===== config.mk =====
export PLATFORM = sky130hd
export DESIGN_NAME = scan_mux
export DESIGN_NICKNAME = d
export VERILOG_FILES = /design/src/rtl/scan_mux_pkg.sv /design/src/rtl/scan_mux_slice.sv /design/src/rtl/scan_mux.sv
export SDC_FILE = /design/constraint.sdc
export NUM_CORES = 1
export LEC_CHECK = 0
export CORE_UTILIZATION = 41
export DETAILED_ROUTE_END_ITERATION = 8
export HOLD_SLACK_MARGIN = 0.02
export PLACE_DENSITY_LB_ADDON = 0.15
export SYNTH_ARGS = -nofsm -noshare
export SYNTH_HDL_FRONTEND = slang
export SYNTH_SLANG_ARGS = --single-unit

===== constraint.sdc =====
create_clock -name clk -period 1.78 [get_ports clk]
set_input_delay 0.534 -clock clk [delete_from_list [all_inputs] [get_ports clk]]
set_output_delay 0.534 -clock clk [all_outputs]
set_load 0.03 [all_outputs]

===== src/rtl/scan_mux_pkg.sv =====
// Shared types for the scan_mux word selector: mode encodings and controller states.
package scan_mux_pkg;

  localparam logic ModeManual = 1'b0;
  localparam logic ModeScan   = 1'b1;

  typedef enum logic [1:0] {
    StManual   = 2'd0,
    StScanWait = 2'd1,
    StScanHold = 2'd2
  } state_e;

endpackage


===== src/rtl/scan_mux_slice.sv =====
// Combinational N:1 W-bit word selector; out-of-range indices yield zero.
module mux_slice #(
  parameter int unsigned N         = 8,
  parameter int unsigned W         = 4,
  parameter int unsigned SEL_W     = 3,
  parameter bit          MSB_FIRST = 1'b1
) (
  input  logic [N*W-1:0] data_i,
  input  logic [SEL_W-1:0] sel_i,
  output logic [W-1:0]   data_o
);

  always_comb begin
    data_o = '0;
    for (int k = 0; k < N; k++) begin
      if (sel_i == SEL_W'(k)) begin
        data_o = MSB_FIRST ? data_i[(N-1-k)*W +: W] : data_i[k*W +: W];
      end
    end
  end

endmodule


===== src/rtl/scan_mux.sv =====
// Registered N:1 word selector with manual or round-robin auto-scan channel choice
// and a valid/ready output handshake.
module scan_mux
  import scan_mux_pkg::*;
#(
  parameter int unsigned N         = 8,
  parameter int unsigned W         = 4,
  parameter int unsigned SEL_W     = 3,
  parameter int unsigned DWELL     = 3,
  parameter bit          MSB_FIRST = 1'b1
) (
  input  logic             clk,
  input  logic             rst,
  input  logic [N*W-1:0]   i,
  input  logic [SEL_W-1:0] s,
  input  logic             mode,
  input  logic             z_ready,
  output logic [W-1:0]     z,
  output logic             z_valid,
  output logic [SEL_W-1:0] ch
);

  localparam int unsigned DwW = $clog2(DWELL) + 1;

  state_e           state_q;
  logic [SEL_W-1:0] scan_q;
  logic [DwW-1:0]   dwell_q;
  logic [W-1:0]     z_q;
  logic             z_valid_q;
  logic [SEL_W-1:0] ch_q;

  logic             slot_free;
  logic             dwell_done;
  logic             capture;
  logic [SEL_W-1:0] sel;
  logic [W-1:0]     slice;
  logic [SEL_W-1:0] scan_next;

  assign slot_free  = !z_valid_q || z_ready;
  assign dwell_done = (dwell_q == DwW'(DWELL - 1));
  assign sel        = (state_q == StManual) ? s : scan_q;
  assign scan_next  = (scan_q == SEL_W'(N - 1)) ? '0 : scan_q + 1'b1;

  // A mode change takes priority over any capture in the same cycle.
  always_comb begin
    capture = 1'b0;
    case (state_q)
      StManual:   capture = slot_free && (mode == ModeManual);
      StScanWait: capture = slot_free && (mode == ModeScan) && dwell_done;
      StScanHold: capture = slot_free && (mode == ModeScan);
      default:    capture = 1'b0;
    endcase
  end

  mux_slice #(
    .N        (N),
    .W        (W),
    .SEL_W    (SEL_W),
    .MSB_FIRST(MSB_FIRST)
  ) u_mux_slice (
    .data_i(i),
    .sel_i (sel),
    .data_o(slice)
  );

  always_ff @(posedge clk or posedge rst) begin
    if (rst) begin
      state_q   <= StManual;
      scan_q    <= '0;
      dwell_q   <= '0;
      z_q       <= '0;
      z_valid_q <= 1'b0;
      ch_q      <= '0;
    end else begin
      if (capture) begin
        z_q       <= slice;
        ch_q      <= sel;
        z_valid_q <= 1'b1;
      end else if (z_ready) begin
        z_valid_q <= 1'b0;
      end

      case (state_q)
        StManual: begin
          if (mode == ModeScan) begin
            state_q <= StScanWait;
            scan_q  <= '0;
            dwell_q <= '0;
          end
        end
        StScanWait, StScanHold: begin
          if (mode == ModeManual) begin
            state_q <= StManual;
            scan_q  <= '0;
            dwell_q <= '0;
          end else if (capture) begin
            state_q <= StScanWait;
            scan_q  <= scan_next;
            dwell_q <= '0;
          end else if (state_q == StScanWait) begin
            if (dwell_done) begin
              state_q <= StScanHold;
            end else begin
              dwell_q <= dwell_q + 1'b1;
            end
          end
        end
        default: state_q <= StManual;
      endcase
    end
  end

  assign z       = z_q;
  assign z_valid = z_valid_q;
  assign ch      = ch_q;

endmodule

==> summary.md <==
| Metric | Value |
|---|---|
| Mapped Cells | 169 |
| Avg WL per Cell | 17.0 µm |
| Height of the die | 60.9 µm |
| Clk_skew | 2.36 ps |
| Total track usage | 0.267 |
| Total CTS buffers | 3 |
| Clock latency on the worst-skew pair | 300 ps |
| # fillers | 235 |
| Fmax | 507 MHz |
| Hold_sp | ch[2] |
| CTS tree | built |
| Adder-cell share of the synthesized area | 0.0704 |
| Core Area | 0.00334 mm² |
| Mapped Area | 0.00142 mm² |
| Buffers & Inverters on Critical Path | 4 |
| Critical Path Start | state_q[1] |
| Register area share after synthesis | 0.282 |
| Req. time, crit path | 1970 ps |
| Worst slew pin tran | 361 ps |
| Count leader, synth | nand2_1 |
| Grt ovf | 0 |
| Syn_area_per_cell | 8.41 µm² |
| Number of global-route vias before repair | 1602 |
| Fraction of layout cells with a size suffix above 1 | 0.362 |
| CTS max path bufs | 2 |
| Clock Tree Root | clkbuf_4 |
| Max incr delay on CP | 500 ps |
| Number of diodes | 0 |
| Buffers added on ports | 46 |
| Top cells by area, synth | dfrtp_1 (28%), ha_1 (7.0%), nand2_1 (5.8%) |
| Simple-gate area share of the yosys netlist | 0.224 |
| GP Congestion | 0.830 |
| Most common cell on crit path | buf_4 |
| Pwr Density | 1330 mW/mm² |
| Pin count of the biggest net entering global routing | 17 |
| Max cap viols | 0 |
| Setup crit end kind | register |
| Top FF cell, synth | dfrtp_1 |
| Nets@finish | 308 |
| Critical path startpoint category | register |
| Crit. path cell count | 8 |
| Vias per cell | 5.62 |
| R2r endpoint | ch[2] |
| DRC viols | 0 |
| Setup WS post-layout | -193 ps |
| Final period util | 1.11 |
| Num ports | 47 |
| Die width | 60.9 µm |
| Status | finished with violations |
| Overall power | 0.00341 W |
| Place WS | -513 ps |
| Synth Warn # | 0 |
| Reg2Reg Depth | 8 |
| Critical-path maximum fanout | 7 |
| Post-synth top area share | 0.282 |
| Final Max Tran Viols | 0 |
| Yosys reg bits | 16 |
| Clock-pin slew on the worst setup and hold paths | 120 ps |
| Layout area overhead | 81.1% |
| Vias | 1720 |
| Crit path kind | register to register |
| Worst-path cell chain | buf_4 > ha_2 > a2111o_1 > buf_4 > buf_6 > buf_4 > nand2_1 > o21ai_0 |
| Final setup fails | 14 |
| Pleak | 1.14 nW |
| First-pass GRT wire length | 7.16 mm |
| Clock sinks | 16 |
| Top cells by count, synth | nand2_1 (22), dfrtp_1 (16), o21ai_0 (12) |
| Critical Path Slowest Stage Cell | a2111o_1 |
| Reg-to-reg slack, setup | -190 ps |
| Failing checks | negative setup slack |
| Synth async-reset ratio | 1.00 |
| Syn_nets | 216 |
| Pre-Repair DR Iteration Count | 4 |
| H-tree Lvls | 1 |
| Unrepaired setup endpoints after global routing | true |
| EDFF count, synth | 0 |
| Endpoints failing hold | 0 |
| Initial antenna violation count | 0 |
| Fin Setup TNS | -1840 ps |
| DRT antenna net count | 0 |
| Mux cell area share after synthesis | 0.0651 |
| Final Critical Period | 1970 ps |
| WP data arrival | 2170 ps |
| FP Rows | 21 |
| Non-Filler Instances | 306 |
| Post-placement cell count | 292 |
| Initial DRC count | 136 |
| Crit path max-delay family | buffers and inverters |
| Starting Density | 0.426 |
| Post-layout util | 0.771 |
| Detailed placement HPWL | 3.40 mm |
| Hold crit path type | register to register |
| Reg2reg start | state_q[1] |
| VDD IR max | 643 µV |
| Routed WL | 5.19 mm |
| Normalized max-slew margin | 0.758 |
| DIE AREA | 0.00371 mm² |
| XOR/XNOR Fraction of Synth Area | 0 |
| Crit path capture | ch[2] |
| Synth Area in Compound Gates | 0.300 |
| Main combinational cell family by area after synthesis | compound AO/OA/AOI/OAI gates |
| Yosys cell types | 47 |
| Synth area leader | dfrtp_1 |
state kept, by name, indices dropped and copies added (netlist names):
name / cells
scan_q: 3
state_q: 2
z: 4
z_valid: 1
ch: 3
dwell_q: 3
worst min-delay path, stage by stage (launching register included):
cell and delay, ps:
dfrtp_1 360, nand2_1 50, o21ai_0 60
cells by family (layout without fill, tap and decap cells):
| kind of cell | Yosys count | in the layout |
|---|---|---|
| compound gates | 59 | 59 |
| flops | 16 | 16 |
| buf+inv | 17 | 108 |
| simple gates | 60 | 60 |
| fa+ha+maj | 8 | 8 |
| mux | 9 | 9 |
worst min-delay path by stage:
stage                  to  cells after the start  slack (ps)
finish              ch[2]                      2         500
global route        ch[1]                      2         510
CTS                 ch[2]                      2         490
detailed placement  ch[2]                      2         470
global placement    ch[0]                      2         460
floorplan           ch[0]                      1         450
report_power, final:
group	switching, W	internal, W	leakage [nW]
registers	0.0000931	0.000486	0.207
clock network	0.000143	0.000125	0.0210
logic	0.00126	0.00131	0.916
total	0.00149	0.00192	1.14
per-layer routing:
metal	vias to the layer above	track usage	share of wire
met4	0	0.104	0.018
li1	812	-	-
met3	10	0.0299	0.060
met5	-	0	0
met1	824	0.353	0.41
met2	74	0.447	0.51
final cells by class:
class	instances	area (µm²)	area share
Tap cell	46	57.6	0.0224
Timing Repair Buffer	95	891	0.346
Sequential cell	16	400	0.156
Inverter	9	33.8	0.0131
Multi-Input combinational cell	136	1150	0.449
Clock buffer	4	36.3	0.0141
placed cells by master (no fill, tap or decap), drive strengths merged, types with 2 or more instances in the layout:
master and count:
nor2 9, o31ai 3, nand3b 2, inv 9, buf 49, o211ai 2, dfrtp 16, nor2b 5
mux2i 7, a211oi 4, clkdlybuf4s50 36, and3 2, dlygate4sd2 9, nor3 3, a21boi 2, or3 2
a21oi 11, mux2 2, nand2 22, a32o 2, clkbuf 4, ha 8, a31oi 6, a22o 3
o21ai 13, a22oi 2, nand2b 4, nand3 6
through the flow:
step	hold slack (ps)	area, µm²
6_report	497	2570
3_3_place_gp	460	2230
5_1_grt	513	2570
3_5_place_dp	470	2230
2_1_floorplan	448	1460
4_1_cts	490	2380
repair_timing:
item                                    4_1_cts  5_1_grt
gates resized for setup                      36       31
hold endpoints to repair                      0        0
cloned                                        1        0
endpoints found under the setup margin       23       15
setup buffers                                 5        6
hold buffers                                  0        0
pin swaps                                    11       21
Note: power is estimated with default switching activity, not from simulation.
==> patch, RTL diff (config.mk and constraints unchanged) <==
Register the input `mode` before use, without a reset. The logic sees it one clock later. The other inputs are not delayed to match. Comments in the files are not updated.
--- a/src/rtl/scan_mux.sv
+++ b/src/rtl/scan_mux.sv
@@ -22,6 +22,12 @@
 
   localparam int unsigned DwW = $clog2(DWELL) + 1;
 
+  logic mode_q;
+
+  always_ff @(posedge clk) begin
+    mode_q <= mode;
+  end
+
   state_e           state_q;
   logic [SEL_W-1:0] scan_q;
   logic [DwW-1:0]   dwell_q;
@@ -45,9 +51,9 @@
   always_comb begin
     capture = 1'b0;
     case (state_q)
-      StManual:   capture = slot_free && (mode == ModeManual);
-      StScanWait: capture = slot_free && (mode == ModeScan) && dwell_done;
-      StScanHold: capture = slot_free && (mode == ModeScan);
+      StManual:   capture = slot_free && (mode_q == ModeManual);
+      StScanWait: capture = slot_free && (mode_q == ModeScan) && dwell_done;
+      StScanHold: capture = slot_free && (mode_q == ModeScan);
       default:    capture = 1'b0;
     endcase
   end
@@ -82,14 +88,14 @@
 
       case (state_q)
         StManual: begin
-          if (mode == ModeScan) begin
+          if (mode_q == ModeScan) begin
             state_q <= StScanWait;
             scan_q  <= '0;
             dwell_q <= '0;
           end
         end
         StScanWait, StScanHold: begin
-          if (mode == ModeManual) begin
+          if (mode_q == ModeManual) begin
             state_q <= StManual;
             scan_q  <= '0;
             dwell_q <= '0;
Formal check against the unedited RTL: not equivalent (Yosys sat finds a counterexample within 4 cycles, from zero or initial values and one cycle with rst high).
==> patch against the unedited design <==
- the flow still finishes with violations (negative setup slack)
- sequential cell count grew 1
- first-iteration DRC count decreased by 75%
- clock power decreased by 19%
- cell area shrank 14%
- synthesized area shrank 8.7%
- total power is 24% lower
- synthesized cell count down 15%
- worst setup slack got worse by 0.067 ns
- wire length decreased by 27%
- sequential power is 2% higher
- critical path type unchanged
- largest power group unchanged
==> patch: results (changes against the unedited design) <==
placed_design:
  placed_area_mm2: 0.002008  # -9.8%
  place_congestion: 0.7918  # -4.6%
  post-place-ws_ns: -0.5305  # -0.01724 ns
  dp_hpwl_um: 2887  # -15%
  placed_cells: 257  # -12%
yosys:
  syn-num-nets: 191  # -12%
  avgSynthCellArea_um2: 9.010  # +7.1%
  yosys-top-cells-count: "dfrtp_1 (16), nand2_1 (16), o21ai_0 (14)"
  synth_fa_ha_area_share_pct: 7.715  # +0.67 points
  async_reset_ff_share_pct: 94.12  # -5.9 points
  synth_area_leaders: "dfrtp_1 (31%), ha_1 (7.7%), mux2i_1 (6.9%)"
  synthMuxAreaShare_pct: 12.44  # +5.9 points
  synth_compound_area_share_pct: 26.42  # -3.6 points
  yosysUniqueCellTypes: 39  # -17%
  seq_area_frac_synth_pct: 32.40  # +4.2 points
run_status:
  status: "complete, but fails checks"
  violations: "negative setup slack"
detailed_routing:
  dr.pass1.iters: 6  # +2
  m1WireLength_um: 1665  # -22%
  wirelength_um: 3772  # -27%
  met3_length_um: 131  # -58%
  wl_per_cell_um: 14.18  # -16%
  routed-wl-met2_um: 1933  # -27%
  drt_iter0_drc: 34  # -75%
  vias: 1429  # -17%
final_layout:
  final_nets: 270  # -12%
  fillerInstances: 232  # -1.3%
  drive_above_1_share_pct: 31.08  # -5.1 points
timing:
  finalWorstSetupSlack_ns: -0.2596  # -0.06682 ns
  maxSlewHeadroom_pct: 70.43  # -5.4 points
  setup_tns_ns: -1.814  # +0.03000 ns
  hold_slack_ns: 0.4943  # -0.002396 ns
  finClkSkew_ns: 0.002583  # +0.0002279 ns
  setup_violations: 14  # unchanged
critical_path:
  critical_path_arrival_ns: 2.23  # +0.06 ns
  r2r_end: "z[0]$_DFFE_PP0P_"
  crit_slowest_cell: "dfrtp_1"
  crit_family: "multiplexers"
  reg2regPathDepth: 7  # -1
  slowest_delay_ns: 0.41  # -0.09 ns
  crit_fanout: 5  # -2
global_route:
  grt_pass1_wl_um: 6009  # -16%
  grt_usage_pct: 22.81  # -3.9 points
  use_met3_pct: 4.241  # +1.3 points
  met2_usage_pct: 39.41  # -5.3 points
  gr-usage-met1_pct: 30.48  # -4.9 points
power_and_ir_drop:
  irDropWorstVdd_mv: 0.6911  # +7.5%
  leakagePower_nw: 0.9996  # -13%
  internal-power_mw: 1.470  # -24%
min_path:
  min_to: "ch[0]$_DFFE_PP0P_"
cts:
  cts.repair.resized: 32  # -11%
  postCtsSetupRepairBufs: 2  # -3
[patch: power groups by stage]
stage	clock [mW]	sequential, mW	combinational, mW
2_1_floorplan	0	0.752	0.806
3_3_place_gp	0	0.585	1.54
3_5_place_dp	0	0.594	1.59
4_1_cts	0.222	0.586	1.68
5_1_grt	0.235	0.607	1.95
6_report	0.215	0.589	1.80
[patch: cells by family (layout without fill, tap and decap cells)]
| logic type | after synthesis | after routing |
|---|---|---|
| and+or+nand+nor | 40 | 40 |
| adders and majority gates | 8 | 8 |
| buffers and inverters | 18 | 96 |
| AOI/OAI and AO/OA | 47 | 47 |
| DFF | 17 | 17 |
| muxes | 14 | 14 |
[patch: layout make-up]
class / instances / area (um^2) / area share, %
inverter: 11 / 41.29 / 1.872
tap: 44 / 55.05 / 2.496
clock inverter: 1 / 5.005 / 0.2269
sequential: 17 / 420.4 / 19.06
timing repair buffer: 81 / 735.7 / 33.35
clock buffer: 3 / 22.52 / 1.021
multi-input combinational: 109 / 925.9 / 41.97
